==> src/rtl/bus_arbiter.sv <==
// Four-master round-robin bus arbiter with registered active-low grants.
// Optional grant-hold timeout enabled by defining BUS_ARB_TIMEOUT_EN.
module bus_arbiter #(
   parameter int TIMEOUT_CYC = 64
) (
   input  logic         clk,
   input  logic         reset,
   input  logic [3:0]   m_req_,
   input  logic [119:0] m_addr,
   input  logic [3:0]   m_as_,
   input  logic [3:0]   m_rw,
   input  logic [127:0] m_wr_data,
   output logic [3:0]   m_grnt_,
   output logic [29:0]  s_addr,
   output logic         s_as_,
   output logic         s_rw,
   output logic [31:0]  s_wr_data,
   output logic [1:0]   owner,
   output logic         timeout_evt
);

   logic [3:0] r_grnt;
   logic [1:0] r_owner;
   logic       w_valid;
   logic       w_tmo;
   logic       w_hold;
   logic       w_found;
   logic [1:0] w_pick;
   logic [1:0] w_cand;
   logic [3:0] w_nxt_grnt;
   logic [1:0] w_nxt_owner;

   assign w_valid = ~r_grnt[r_owner];

`ifdef BUS_ARB_TIMEOUT_EN
   localparam logic [7:0] LIM = 8'(TIMEOUT_CYC - 1);

   logic [7:0] r_cnt;
   logic       r_tmo_evt;
   logic       w_other;

   assign w_other = |(~m_req_ & ~(4'b0001 << r_owner));
   assign w_tmo   = w_valid && !m_req_[r_owner]
                    && (r_cnt == LIM) && w_other;
`else
   logic w_unused_cfg;

   assign w_unused_cfg = (TIMEOUT_CYC > 0);
   assign w_tmo        = 1'b0;
`endif

   assign w_hold = w_valid && !m_req_[r_owner] && !w_tmo;

   // Search owner+1 .. owner+3, then owner itself unless it is being revoked.
   always_comb begin
      w_found = 1'b0;
      w_pick  = r_owner;
      w_cand  = r_owner;
      for (int k = 1; k <= 4; k++) begin
         w_cand = r_owner + 2'(k);
         if (!w_found && !m_req_[w_cand] && !(w_tmo && k == 4)) begin
            w_found = 1'b1;
            w_pick  = w_cand;
         end
      end
   end

   always_comb begin
      w_nxt_grnt  = 4'b1111;
      w_nxt_owner = r_owner;
      if (w_hold) begin
         w_nxt_grnt = r_grnt;
      end else if (w_found) begin
         w_nxt_grnt  = ~(4'b0001 << w_pick);
         w_nxt_owner = w_pick;
      end
   end

   always_ff @(posedge clk) begin
      if (!reset) begin
         r_grnt  <= 4'b1111;
         r_owner <= 2'd0;
      end else begin
         r_grnt  <= w_nxt_grnt;
         r_owner <= w_nxt_owner;
      end
   end

`ifdef BUS_ARB_TIMEOUT_EN
   // Counter restarts on any grant change or release, saturates at the limit.
   always_ff @(posedge clk) begin
      if (!reset) begin
         r_cnt     <= 8'd0;
         r_tmo_evt <= 1'b0;
      end else begin
         r_tmo_evt <= w_tmo;
         if (w_nxt_grnt == 4'b1111 || w_nxt_grnt != r_grnt
             || w_nxt_owner != r_owner)
            r_cnt <= 8'd0;
         else if (r_cnt != LIM)
            r_cnt <= r_cnt + 8'd1;
      end
   end

   assign timeout_evt = r_tmo_evt;
`else
   assign timeout_evt = 1'b0;
`endif

   always_comb begin
      s_addr    = '0;
      s_as_     = 1'b1;
      s_rw      = 1'b1;
      s_wr_data = '0;
      if (w_valid) begin
         s_addr    = m_addr[30*int'(r_owner) +: 30];
         s_as_     = m_as_[r_owner];
         s_rw      = m_rw[r_owner];
         s_wr_data = m_wr_data[32*int'(r_owner) +: 32];
      end
   end

   assign m_grnt_ = r_grnt;
   assign owner   = r_owner;

endmodule
==> config.mk <==
export PLATFORM = sky130hd
export DESIGN_NAME = bus_arbiter
export DESIGN_NICKNAME = d
export VERILOG_FILES = /design/src/rtl/bus_arbiter.sv
export SDC_FILE = /design/constraint.sdc
export NUM_CORES = 1
export LEC_CHECK = 0
export ABC_CLOCK_PERIOD_IN_PS = 2720
export CAP_MARGIN = 10
export CORE_AREA = 3 3 127 129
export DETAILED_ROUTE_END_ITERATION = 6
export DIE_AREA = 0 0 130 132
export SLEW_MARGIN = 10
export SYNTH_ARGS = -nofsm -noshare
export SYNTH_HDL_FRONTEND = slang
export SYNTH_SLANG_ARGS = --single-unit
==> constraint.sdc <==
create_clock -name clk -period 2.72 [get_ports clk]
set_input_delay 0.816 -clock clk [delete_from_list [all_inputs] [get_ports clk]]
set_output_delay 0.816 -clock clk [all_outputs]
set_load 0.05 [all_outputs]
==> flow_metrics.env <==
export IMPL_synth_area_top_cells="mux4_2, nor2b_1, dfxtp_1"
export IMPL_reg2reg_to="m_grnt_[1]"
export IMPL_grt_usage_pct=17.6
export IMPL_cts_root_buf="clkbuf_16"
export IMPL_routed_top_layer="met5"
export IMPL_via_count=3460
export IMPL_dieArea_mm2=0.0172
export IMPL_drtPass1Iterations=4
export IMPL_setup_viol=17
export IMPL_holdPathStages=2
export IMPL_rsz0062_at_grt="yes"
export IMPL_power_leakage_uw=0.00350
export IMPL_placed_cells=722
export IMPL_drc=0
export IMPL_maxSlewHeadroom_pct=66.1
export IMPL_die_w_um=130
export IMPL_period_needed_ps=2790
export IMPL_syn_area_mm2=0.00257
export IMPL_postCtsHoldBufs=0
export IMPL_clock_sinks=6
export IMPL_yosysWarnings=0
export IMPL_clkSlewWorstSetupHoldPaths_ps=40
export IMPL_drt_vias_per_instance=4.64
export IMPL_power_density_mw_per_mm2=759
export IMPL_cp_max_fo=5
export IMPL_start_util_pct=17.0
export IMPL_die_y_um=132
export IMPL_startpoint_type="flop"
export IMPL_grt_pass1_wl_um=23000
export IMPL_fin_tns_setup_ps=-202
export IMPL_synth_edf_count=0
export IMPL_synth_largest_area_cell="mux4_2"
export IMPL_ys_ff_latch=6
export IMPL_critPathRequiredTime_ps=1900
export IMPL_max_freq_mhz=358
export IMPL_grt_pass1_vias=3860
export IMPL_drv_cap=0
export IMPL_critPathKind="flop to primary output"
export IMPL_antenna_found_initial=3
export IMPL_synth_top_area_share_pct=57.8
export IMPL_place_gp_congestion=0.833
export IMPL_wl_met3_um=1310
export IMPL_coreArea_mm2=0.0151
export IMPL_dpl_hpwl_um=12500
export IMPL_ys_async_sr_fraction_pct=0
export IMPL_hold_ws_ps=570
export IMPL_end_kind="primary output"
export IMPL_synthCells=223
export IMPL_clock_skew_final_ps=4.61
export IMPL_route_met2_wl_um=9210
export IMPL_final_antenna_net_count=0
export IMPL_drive_gt1_share_pct=42.7
export IMPL_cts_tree="yes"
export IMPL_cts_buffers=3
export IMPL_reg2regPathDepth=6
export IMPL_ir_drop_v=0.000519
export IMPL_utilization_pct=49.9
export IMPL_gr_total_overflow=0
export IMPL_max_slew_worst_pin_slew_ps=506
export IMPL_pwr_share_clk_pct=4.3
export IMPL_outcome="finished, violations left"
export IMPL_final_cells=746
export IMPL_violations="negative setup slack"
export IMPL_fin_ws_ps=-72.1
export IMPL_power_switching_uw=2500
export IMPL_io_buffers=331
export IMPL_syn2layout_area_growth_pct=194
export IMPL_hold_viol=0
export IMPL_holdCritPathClass="flop to flop"
export IMPL_min_from="m_grnt_[0]"
export IMPL_total_power_uw=5740
export IMPL_drv_slew=0
export IMPL_worstPathArrival_ps=1980
export IMPL_period_share_pct=103
export IMPL_syn_avg_cell_area_um2=11.5
export IMPL_synthDistinctLibCells=35
export IMPL_startpoint="owner[0]"
export IMPL_drt_met1_wl_um=5590
export IMPL_ys_flop_type="dfxtp_1"
export IMPL_routed_wl_um=16200
export IMPL_seqPwrFrac_pct=2.6
export IMPL_io_pins=333
export IMPL_insertion_delay_ps=230
export IMPL_wl_per_cell_um=21.8
export IMPL_p_int_uw=3240
export IMPL_r2r_start="owner[1]"
export IMPL_ys_seq_area_share_pct=4.67
export IMPL_first_iter_violations=48
export IMPL_fin_nets=820
export IMPL_whs_endpoint="m_grnt_[0]"
export IMPL_combPwrFrac_pct=93.1
export IMPL_p_sw_share_pct=43.5
export IMPL_htreeDepth=1
export IMPL_syn_nets=485
export IMPL_reg2reg_slack_ps=470
export IMPL_fp_row_count=45
export IMPL_grt_start_max_net_pins=36
export IMPL_cts_path_max_buffers=2
[how the worst max path moves through the flow]
stage | end | slack (ps) | depth (start not counted)
after detailed placement | s_as_ | -200 | 4
after CTS | s_wr_data[31] | -120 | 6
after floorplan | s_addr[12] | -120 | 4
after global placement | s_wr_data[6] | -200 | 4
final | s_as_ | -70 | 5
after global routing | s_rw | -110 | 5
[critical path: stages, from the launching register on]
cell	delay [ps]
dfxtp_4	340
mux4_4	700
buf_12	200
buf_8	120
or2_4	230
buf_6	150
[registers in the layout, summed over array words and instances, names as in the netlist]
signal	count
owner	2
m_grnt_	4
[through the flow]
stage                     instance area [µm²]  setup WS, ps
after global placement                   6940          -203
after CTS                                7450          -118
after global routing                     7560          -111
final                                    7560         -72.1
after floorplan                          2800          -121
after detailed placement                 6940          -199
[layer usage]
layer / track usage (%) / vias up
met2: 35.4 / 189
met5: 0 / -
li1: - / 1575
met3: 3.65 / 12
met4: 1.62 / 4
met1: 19.1 / 1680
[power by group through the flow]
stage	sequential, µW	clock (µW)	combinational (µW)
after detailed placement	162	0	4520
after floorplan	243	0	2670
after global routing	157	258	5580
after CTS	152	252	5400
after global placement	160	0	4510
final	151	247	5340
[layout make-up]
class,count,area (µm²)
Clock buffer,4,78.8
Timing Repair Buffer,361,4360
Tap cell,188,235
Fill cell,1393,7590
Inverter,4,15.0
Sequential cell,6,128
Multi-Input combinational cell,182,2730
Antenna cell,1,2.50
[Yosys cell counts, types with 2 or more instances]
library cell   n
mux4_2        66
nor2b_1       65
buf_2         14
buf_4          9
clkbuf_1       7
dfxtp_1        6
a31oi_1        5
inv_1          4
nand2_1        4
nand3_1        4
nor3b_2        4
nor3_1         3
o21ai_0        3
o32ai_1        3
a21boi_0       2
a21oi_1        2
and2_1         2
mux2i_1        2
or2_1          2
[cells by family after synthesis]
logic type	count (synthesis)	share of synthesized area, %
muxes	68	58.5
and+or+nand+nor	90	22.4
buffers and inverters	35	7.39
other	1	0.146
DFF	6	4.67
AOI/OAI and AO/OA	23	6.90
[cell usage in the layout, fill, tap and decap left out, types with 3 or more instances in the layout]
cell / count
nand2_1: 4
dlymetal6s2s_1: 39
buf_4: 8
clkbuf_16: 4
nor2b_4: 62
nor3_1: 3
a31oi_1: 5
dfxtp_1: 4
nor3b_2: 4
buf_16: 14
dlygate4sd2_1: 215
o32ai_1: 3
nand3_1: 4
o21ai_0: 3
nor2b_1: 3
buf_12: 67
mux4_2: 65
inv_1: 4
buf_6: 5
clkdlybuf4s50_1: 9
[timing repair]
action | in CTS | in global routing
gates cloned | 11 | 1
buffers inserted | 9 | 0
setup endpoints to repair | 64 | 64
pin swaps | 2 | 0
endpoints found under the hold margin | 0 | 0
gates resized for setup | 293 | 41
Note: power is estimated with default switching activity, not from simulation.
